$ cat src/rtl/fp_operand_sequencer.sv
// rtl/fp_operand_sequencer.sv - steps up to three FP operands through one shared decoder
// and presents the decoded bundle with NaN/invalid flags.
module fp_operand_sequencer #(
  parameter int TAG_W       = 4,
  parameter bit SKIP_UNUSED = 1'b1
) (
  input  logic               clk,
  input  logic               rst_n,
  input  logic               in_valid,
  output logic               in_ready,
  input  logic [1:0]         in_op,
  input  logic               in_dp,
  input  logic [TAG_W-1:0]   in_tag,
  input  logic [63:0]        in_a,
  input  logic [63:0]        in_b,
  input  logic [63:0]        in_c,
  output logic [63:0]        dec_fp_in,
  output logic               dec_is_dp,
  input  logic               dec_sign,
  input  logic [10:0]        dec_exp,
  input  logic [52:0]        dec_mant,
  input  logic               dec_is_zero,
  input  logic               dec_is_inf,
  input  logic               dec_is_nan,
  input  logic               dec_is_den,
  output logic               out_valid,
  input  logic               out_ready,
  output logic [1:0]         out_op,
  output logic               out_dp,
  output logic [TAG_W-1:0]   out_tag,
  output logic [2:0]         out_sign,
  output logic [32:0]        out_exp,
  output logic [158:0]       out_mant,
  output logic [11:0]        out_class,
  output logic               out_any_nan,
  output logic               out_invalid
);

  typedef enum logic [2:0] {S_IDLE, S_DEC_A, S_DEC_B, S_DEC_C, S_DONE} state_t;

  state_t             r_state;
  logic [1:0]         r_op;
  logic               r_dp;
  logic [TAG_W-1:0]   r_tag;
  logic [63:0]        r_a, r_b, r_c;
  logic [63:0]        r_dec_fp_in;
  logic               r_dec_is_dp;

  logic [2:0]         r_s;
  logic [2:0][10:0]   r_e;
  logic [2:0][52:0]   r_m;
  logic [2:0][3:0]    r_cls;

  logic               r_out_valid;
  logic [1:0]         r_out_op;
  logic               r_out_dp;
  logic [TAG_W-1:0]   r_out_tag;
  logic [2:0]         r_out_sign;
  logic [32:0]        r_out_exp;
  logic [158:0]       r_out_mant;
  logic [11:0]        r_out_class;
  logic               r_out_any_nan;
  logic               r_out_invalid;

  logic               w_is_fma, w_is_mul, w_to_c, w_enter_done;
  logic [3:0]         w_dec_cls;
  logic [2:0]         w_s;
  logic [2:0][10:0]   w_e;
  logic [2:0][52:0]   w_m;
  logic [2:0][3:0]    w_c;
  logic               w_any_nan, w_mul_inv, w_add_inv, w_fma_inv, w_inv_raw, w_invalid;

  assign w_is_fma     = (r_op == 2'b10);
  assign w_is_mul     = (r_op == 2'b01);
  assign w_to_c       = w_is_fma || !SKIP_UNUSED;
  assign w_enter_done = ((r_state == S_DEC_B) && !w_to_c) || (r_state == S_DEC_C);
  assign w_dec_cls    = {dec_is_den, dec_is_nan, dec_is_inf, dec_is_zero};

  // Slot view including the decoder result being captured this cycle, so the
  // bundle and flags can be registered on the same edge that enters DONE.
  always_comb begin
    w_s = r_s;
    w_e = r_e;
    w_m = r_m;
    w_c = r_cls;
    case (r_state)
      S_DEC_A: begin w_s[0] = dec_sign; w_e[0] = dec_exp; w_m[0] = dec_mant; w_c[0] = w_dec_cls; end
      S_DEC_B: begin w_s[1] = dec_sign; w_e[1] = dec_exp; w_m[1] = dec_mant; w_c[1] = w_dec_cls; end
      S_DEC_C: begin w_s[2] = dec_sign; w_e[2] = dec_exp; w_m[2] = dec_mant; w_c[2] = w_dec_cls; end
      default: ;
    endcase
    if (!w_is_fma) begin
      w_s[2] = 1'b0;
      w_e[2] = '0;
      w_m[2] = '0;
      w_c[2] = '0;
    end
  end

  // Class bit order per slot is {den,nan,inf,zero}; slot C is already zero for non-FMA.
  always_comb begin
    w_any_nan = w_c[0][2] | w_c[1][2] | w_c[2][2];
    w_mul_inv = (w_c[0][1] & w_c[1][0]) | (w_c[0][0] & w_c[1][1]);
    w_add_inv = w_c[0][1] & w_c[1][1] & (w_s[0] ^ w_s[1]);
    w_fma_inv = w_mul_inv |
                ((w_c[0][1] | w_c[1][1]) & ~w_c[0][0] & ~w_c[1][0] & w_c[2][1] &
                 (w_s[0] ^ w_s[1] ^ w_s[2]));
    if (w_is_fma)      w_inv_raw = w_fma_inv;
    else if (w_is_mul) w_inv_raw = w_mul_inv;
    else               w_inv_raw = w_add_inv;
    w_invalid = w_inv_raw & ~w_any_nan;
  end

  always_ff @(posedge clk or negedge rst_n) begin
    if (!rst_n) begin
      r_state       <= S_IDLE;
      r_op          <= '0;
      r_dp          <= 1'b0;
      r_tag         <= '0;
      r_a           <= '0;
      r_b           <= '0;
      r_c           <= '0;
      r_dec_fp_in   <= '0;
      r_dec_is_dp   <= 1'b0;
      r_s           <= '0;
      r_e           <= '0;
      r_m           <= '0;
      r_cls         <= '0;
      r_out_valid   <= 1'b0;
      r_out_op      <= '0;
      r_out_dp      <= 1'b0;
      r_out_tag     <= '0;
      r_out_sign    <= '0;
      r_out_exp     <= '0;
      r_out_mant    <= '0;
      r_out_class   <= '0;
      r_out_any_nan <= 1'b0;
      r_out_invalid <= 1'b0;
    end else begin
      if (r_state inside {S_DEC_A, S_DEC_B, S_DEC_C}) begin
        r_s   <= w_s;
        r_e   <= w_e;
        r_m   <= w_m;
        r_cls <= w_c;
      end
      if (w_enter_done) begin
        r_out_valid   <= 1'b1;
        r_out_op      <= r_op;
        r_out_dp      <= r_dp;
        r_out_tag     <= r_tag;
        r_out_sign    <= w_s;
        r_out_exp     <= w_e;
        r_out_mant    <= w_m;
        r_out_class   <= w_c;
        r_out_any_nan <= w_any_nan;
        r_out_invalid <= w_invalid;
      end
      case (r_state)
        S_IDLE: begin
          if (in_valid) begin
            r_op        <= in_op;
            r_dp        <= in_dp;
            r_tag       <= in_tag;
            r_a         <= in_a;
            r_b         <= in_b;
            r_c         <= in_c;
            r_dec_fp_in <= in_a;
            r_dec_is_dp <= in_dp;
            r_state     <= S_DEC_A;
          end
        end
        S_DEC_A: begin
          r_dec_fp_in <= r_b;
          r_state     <= S_DEC_B;
        end
        S_DEC_B: begin
          if (w_to_c) begin
            r_dec_fp_in <= r_c;
            r_state     <= S_DEC_C;
          end else begin
            r_dec_fp_in <= '0;
            r_state     <= S_DONE;
          end
        end
        S_DEC_C: begin
          r_dec_fp_in <= '0;
          r_state     <= S_DONE;
        end
        S_DONE: begin
          if (out_ready) begin
            r_out_valid <= 1'b0;
            r_state     <= S_IDLE;
          end
        end
        default: r_state <= S_IDLE;
      endcase
    end
  end

  assign in_ready    = (r_state == S_IDLE);
  assign dec_fp_in   = r_dec_fp_in;
  assign dec_is_dp   = r_dec_is_dp;
  assign out_valid   = r_out_valid;
  assign out_op      = r_out_op;
  assign out_dp      = r_out_dp;
  assign out_tag     = r_out_tag;
  assign out_sign    = r_out_sign;
  assign out_exp     = r_out_exp;
  assign out_mant    = r_out_mant;
  assign out_class   = r_out_class;
  assign out_any_nan = r_out_any_nan;
  assign out_invalid = r_out_invalid;

endmodule

$ cat config.mk
export PLATFORM = sky130hd
export DESIGN_NAME = fp_operand_sequencer
export DESIGN_NICKNAME = d
export VERILOG_FILES = /design/src/rtl/fp_operand_sequencer.sv
export SDC_FILE = /design/constraint.sdc
export NUM_CORES = 1
export LEC_CHECK = 0
export CORE_AREA = 8 8 235 237
export DETAILED_ROUTE_END_ITERATION = 16
export DIE_AREA = 0 0 243 245
export GPL_ROUTABILITY_DRIVEN = 0
export PLACE_DENSITY = 0.75
export SETUP_SLACK_MARGIN = 0.5
export SYNTH_ARGS = -nofsm -noshare
export SYNTH_HDL_FRONTEND = slang
export SYNTH_SLANG_ARGS = --single-unit
$ cat constraint.sdc
create_clock -name clk -period 1.9 [get_ports clk]
set_input_delay 0.38 -clock clk [delete_from_list [all_inputs] [get_ports clk]]
set_output_delay 0.38 -clock clk [all_outputs]
set_load 0.05 [all_outputs]
==> impl_results.html <==
<table>
<tr><th>Metric</th><th>Value</th></tr>
<tr><th colspan="2">Timing</th></tr>
<tr><td>Max Clock Freq</td><td>479 MHz</td></tr>
<tr><td>Hold Fails Final Rpt</td><td>0</td></tr>
<tr><td>Pin slew with the least headroom to its limit</td><td>0.905 ns</td></tr>
<tr><td>Worst Skew</td><td>0.0277 ns</td></tr>
<tr><td>Relative slew slack</td><td>39.7%</td></tr>
<tr><td>Minimum setup slack in the final design</td><td>-0.186 ns</td></tr>
<tr><td>Max-slew violation count</td><td>0</td></tr>
<tr><td>Post-layout min period</td><td>2.09 ns</td></tr>
<tr><td>Total setup violations reported at the end of the flow</td><td>252</td></tr>
<tr><td>RSZ-0062 raised after global routing</td><td>true</td></tr>
<tr><td>Final period util</td><td>110%</td></tr>
<tr><th colspan="2">Route</th></tr>
<tr><td>Drt first pass iters</td><td>5</td></tr>
<tr><td>Routed length per placed instance</td><td>25.2 µm</td></tr>
<tr><td>Detailed Route WL</td><td>83.0 mm</td></tr>
<tr><td># DRC</td><td>0</td></tr>
<tr><td>Post-route antenna net violation count</td><td>0</td></tr>
<tr><td>Routed vias</td><td>18,200</td></tr>
<tr><td>Number of DRC violations after detailed-routing iteration 0</td><td>1,410</td></tr>
<tr><td>Vias per inst</td><td>5.53</td></tr>
<tr><th colspan="2">Finish</th></tr>
<tr><td>Fillers</td><td>3,431</td></tr>
<tr><td>Area grow syn2layout</td><td>58.1%</td></tr>
<tr><td>Number of nets at the end of the flow</td><td>2,827</td></tr>
<tr><td>Final design area excluding fillers</td><td>35,300 µm²</td></tr>
<tr><td>Final core utilization</td><td>68.2%</td></tr>
<tr><td>Final Non-Filler Cells</td><td>3,291</td></tr>
<tr><td>Share of cells above drive strength 1</td><td>42.0%</td></tr>
<tr><th colspan="2">Clock tree</th></tr>
<tr><td>CTS tree</td><td>built</td></tr>
<tr><td>CTS root buffer</td><td>clkbuf_16</td></tr>
<tr><td>CTS Buffer Depth</td><td>3</td></tr>
<tr><td>Clock transition time at the flip-flop clock pins of the worst setup and hold paths</td><td>0.07 ns</td></tr>
<tr><td>Clock sink total</td><td>560</td></tr>
<tr><td>Source-to-sink clock delay at the later pin of the worst-skew pair</td><td>0.61 ns</td></tr>
<tr><td>Level count of the clock H-tree</td><td>2</td></tr>
<tr><td>Number of clock buffers inserted by TritonCTS</td><td>56</td></tr>
<tr><th colspan="2">Yosys</th></tr>
<tr><td>Leading cell types by count after synthesis</td><td>dfrtp_1 (560), nand2_1 (364), mux2_2 (330)</td></tr>
<tr><td>Number of flops mapped to enable cells by yosys</td><td>0</td></tr>
<tr><td>Most instantiated flip-flop cell in the synthesis netlist</td><td>dfrtp_1</td></tr>
<tr><td>Async set or reset register ratio after synthesis</td><td>100%</td></tr>
<tr><td>Most frequent cell after synthesis</td><td>dfrtp_1</td></tr>
<tr><td>Yosys top cell area share</td><td>62.8%</td></tr>
<tr><td>Yosys reg bits</td><td>560</td></tr>
<tr><td>Share of synthesized area occupied by flip-flops and latches</td><td>62.8%</td></tr>
<tr><td>Post-synthesis instance area</td><td>22,300 µm²</td></tr>
<tr><td>Warnings, synthesis</td><td>0</td></tr>
<tr><td>Cell types occupying the most area after synthesis</td><td>dfrtp_1 (63%), mux2_2 (17%), nand2_1 (6.1%), a221o_1 (2.9%), a22o_1 (2.7%)</td></tr>
<tr><td>Leading area contributor after synthesis</td><td>dfrtp_1</td></tr>
<tr><td>Number of standard cells after synthesis</td><td>1,781</td></tr>
<tr><td>Count of cell types in the netlist</td><td>38</td></tr>
<tr><td>Avg Cell Area, Syn</td><td>12.5 µm²</td></tr>
<tr><td>Net count after synthesis</td><td>2,053</td></tr>
<tr><th colspan="2">Hold path</th></tr>
<tr><td>HP Class</td><td>in -&gt; async</td></tr>
<tr><th colspan="2">Worst setup path</th></tr>
<tr><td>Worst-path cell with the longest stage delay</td><td>dfrtp_2</td></tr>
<tr><td>Endpoint of the most critical setup path</td><td>out_mant[48]</td></tr>
<tr><td>Top fanout value on the critical path</td><td>6</td></tr>
<tr><td>Worst Setup Start Kind</td><td>register</td></tr>
<tr><td>Startpoint of the worst-slack reg-to-reg timing path</td><td>r_state[1]</td></tr>
<tr><td>Data arrival at the endpoint of the critical path</td><td>2.57 ns</td></tr>
<tr><td>Critical setup path kind</td><td>reg -&gt; reg</td></tr>
<tr><td>Required @ worst endpoint</td><td>2.38 ns</td></tr>
<tr><td>Cell chain of the critical path</td><td>buf_4 &gt; buf_4 &gt; and2b_2 &gt; buf_6 &gt; o21ai_4 &gt; buf_12 &gt; buf_12 &gt; buf_16 &gt; mux2_2</td></tr>
<tr><td>Capture point of the worst reg-to-reg path</td><td>out_mant[48]</td></tr>
<tr><td>Largest stage delay on the critical path</td><td>0.43 ns</td></tr>
<tr><td>Register-to-register setup slack</td><td>-0.19 ns</td></tr>
<tr><td>Setup crit end kind</td><td>register</td></tr>
<tr><td>Number of cells on the worst reg-to-reg path</td><td>9</td></tr>
<tr><td>Worst setup path startpoint</td><td>r_state[1]</td></tr>
<tr><th colspan="2">Run status</th></tr>
<tr><td>Outcome</td><td>finished, violations left</td></tr>
<tr><td>Failing checks</td><td>negative setup slack</td></tr>
<tr><th colspan="2">Placed design</th></tr>
<tr><td>Instance area after placement</td><td>29,400 µm²</td></tr>
<tr><td>Number of cells after detailed placement</td><td>3,014</td></tr>
<tr><td>Number of port buffers</td><td>554</td></tr>
<tr><td>HPWL after detailed placement</td><td>50.3 mm</td></tr>
<tr><th colspan="2">Power</th></tr>
<tr><td>Total leakage power</td><td>16.8 nW</td></tr>
<tr><td>Peak supply drop</td><td>1170 µV</td></tr>
<tr><td>Power Dens Cells</td><td>2090 nW/µm²</td></tr>
<tr><th colspan="2">Floorplanning</th></tr>
<tr><td>Number of ports placed on the die boundary</td><td>555</td></tr>
<tr><td>Die Outline Area</td><td>59,500 µm²</td></tr>
<tr><td>Floorplan core area</td><td>51,700 µm²</td></tr>
<tr><td>Vert. Die Dim</td><td>245 µm</td></tr>
<tr><td>Standard-cell row count</td><td>84</td></tr>
<tr><td>Width of the die</td><td>243 µm</td></tr>
<tr><td>Initial core utilization</td><td>43.1%</td></tr>
<tr><th colspan="2">GRT</th></tr>
<tr><td>Initial antenna violation count</td><td>8</td></tr>
<tr><td>Overall Global Routing Usage</td><td>24.9%</td></tr>
<tr><td>Total global routing overflow</td><td>0</td></tr>
<tr><td>Global-route wire length before repair</td><td>117 mm</td></tr>
<tr><td>Pin count of the biggest net entering global routing</td><td>68</td></tr>
<tr><td>Via count of the first global-routing pass</td><td>19,100</td></tr>
<tr><th colspan="2">Flow run</th></tr>
<tr><td>Max-cap violation count</td><td>0</td></tr>
</table>
cells in the final DEF, fill, tap and decap left out, drive strengths merged, types with 2 or more instances in the layout:
| cell | synthesis | routed |
|---|---|---|
| buf | 73 | 544 |
| inv | 69 | 72 |
| a221o | 64 | 64 |
| dfrtp | 560 | 560 |
| xor2 | 4 | 4 |
| a22o | 68 | 68 |
| or2 | 3 | 3 |
| clkdlybuf4s50 | 0 | 269 |
| o21ai | 80 | 80 |
| mux2 | 330 | 330 |
| clkbuf | 51 | 106 |
| clkinvlp | 0 | 2 |
| clkinv | 0 | 12 |
| nand3 | 3 | 3 |
| mux2i | 6 | 6 |
| nand2b | 5 | 5 |
| o22ai | 3 | 3 |
| a21oi | 66 | 66 |
| nor3b | 2 | 2 |
| nor2 | 13 | 14 |
| bufinv | 0 | 5 |
| o31ai | 3 | 3 |
| nand2 | 364 | 364 |
| diode | 0 | 3 |
how the worst min path moves through the flow:
stage,startpoint,endpoint,cells after the start
2_1_floorplan,rst_n,dec_fp_in[0],0
3_5_place_dp,rst_n,out_mant[62],1
5_1_grt,rst_n,r_m[57],2
3_3_place_gp,rst_n,out_mant[4],1
6_report,rst_n,out_mant[85],2
4_1_cts,rst_n,r_m[62],2
final cells by class:
| type | instances | area [µm²] | area share [%] |
|---|---|---|---|
| flip-flops and latches | 560 | 14000 | 39.8 |
| diodes | 3 | 7.51 | 0.0213 |
| clock inverters | 22 | 292 | 0.827 |
| multi-input cells | 1029 | 8890 | 25.2 |
| well taps | 688 | 861 | 2.44 |
| repair buffers | 839 | 9270 | 26.3 |
| inverters | 69 | 259 | 0.734 |
| clock buffers | 81 | 1670 | 4.72 |
where the power goes:
group	switching [W]	internal [W]	total (W)
clock	0.00488	0.00680	0.0117
sequential	0.00372	0.0178	0.0215
combinational	0.0222	0.0185	0.0407
per-layer routing:
| metal | share of wire, % | GRT usage [%] |
|---|---|---|
| met4 | 3.6 | 8.34 |
| met5 | 0.060 | 0 |
| met3 | 8.8 | 7.32 |
| met1 | 39 | 31.4 |
| met2 | 49 | 41.1 |
worst max-delay path: cells and delay by family (launching register included):
kind / cells / cell delay [ns]
buf+inv: 6 / 0.86
mux: 1 / 0.35
compound gates: 1 / 0.10
flops: 1 / 0.43
simple gates: 1 / 0.22
metrics by stage:
stage | TNS (ns) | hold WS (ns) | setup slack [ns] | power (W)
after floorplan | -12.50 | 0.0844 | -0.108 | 0.0425
after global placement | -39.76 | 0.332 | -0.524 | 0.0526
after detailed placement | -49.08 | 0.321 | -0.485 | 0.0536
after CTS | -15.98 | 0.264 | -0.207 | 0.0692
after global routing | -36.18 | 0.279 | -0.245 | 0.0767
final | -16.86 | 0.305 | -0.186 | 0.0739
registers in the layout (all words and copies together) (netlist names), 10 cells and up:
signal     count
r_c           64
out_exp       33
r_m          106
r_b           64
out_mant     159
out_class     12
r_e           22
r_cls         10
dec_fp_in     64
kinds of logic (layout without fill, tap and decap cells):
family                    count (synthesis)  after routing  synth area share (%)
DFF                                     560            560                  62.8
other                                     0              3                     0
and+or+nand+nor                         393            394                  6.89
muxes                                   336            336                  16.9
xor gates and xnor gates                  4              4                 0.157
buffers and inverters                   193           1011                  3.75
AOI/OAI and AO/OA                       295            295                  9.46
repair_timing:
item                                    4_1_cts  5_1_grt
hold buffers                                  1        0
endpoints found under the setup margin      843      843
setup buffers                                80       35
gates resized for setup                     596      297
cloned                                       24       31
hold endpoints to repair                     19        0
pin swaps                                    12       44
(Power assumes the default switching activity.)
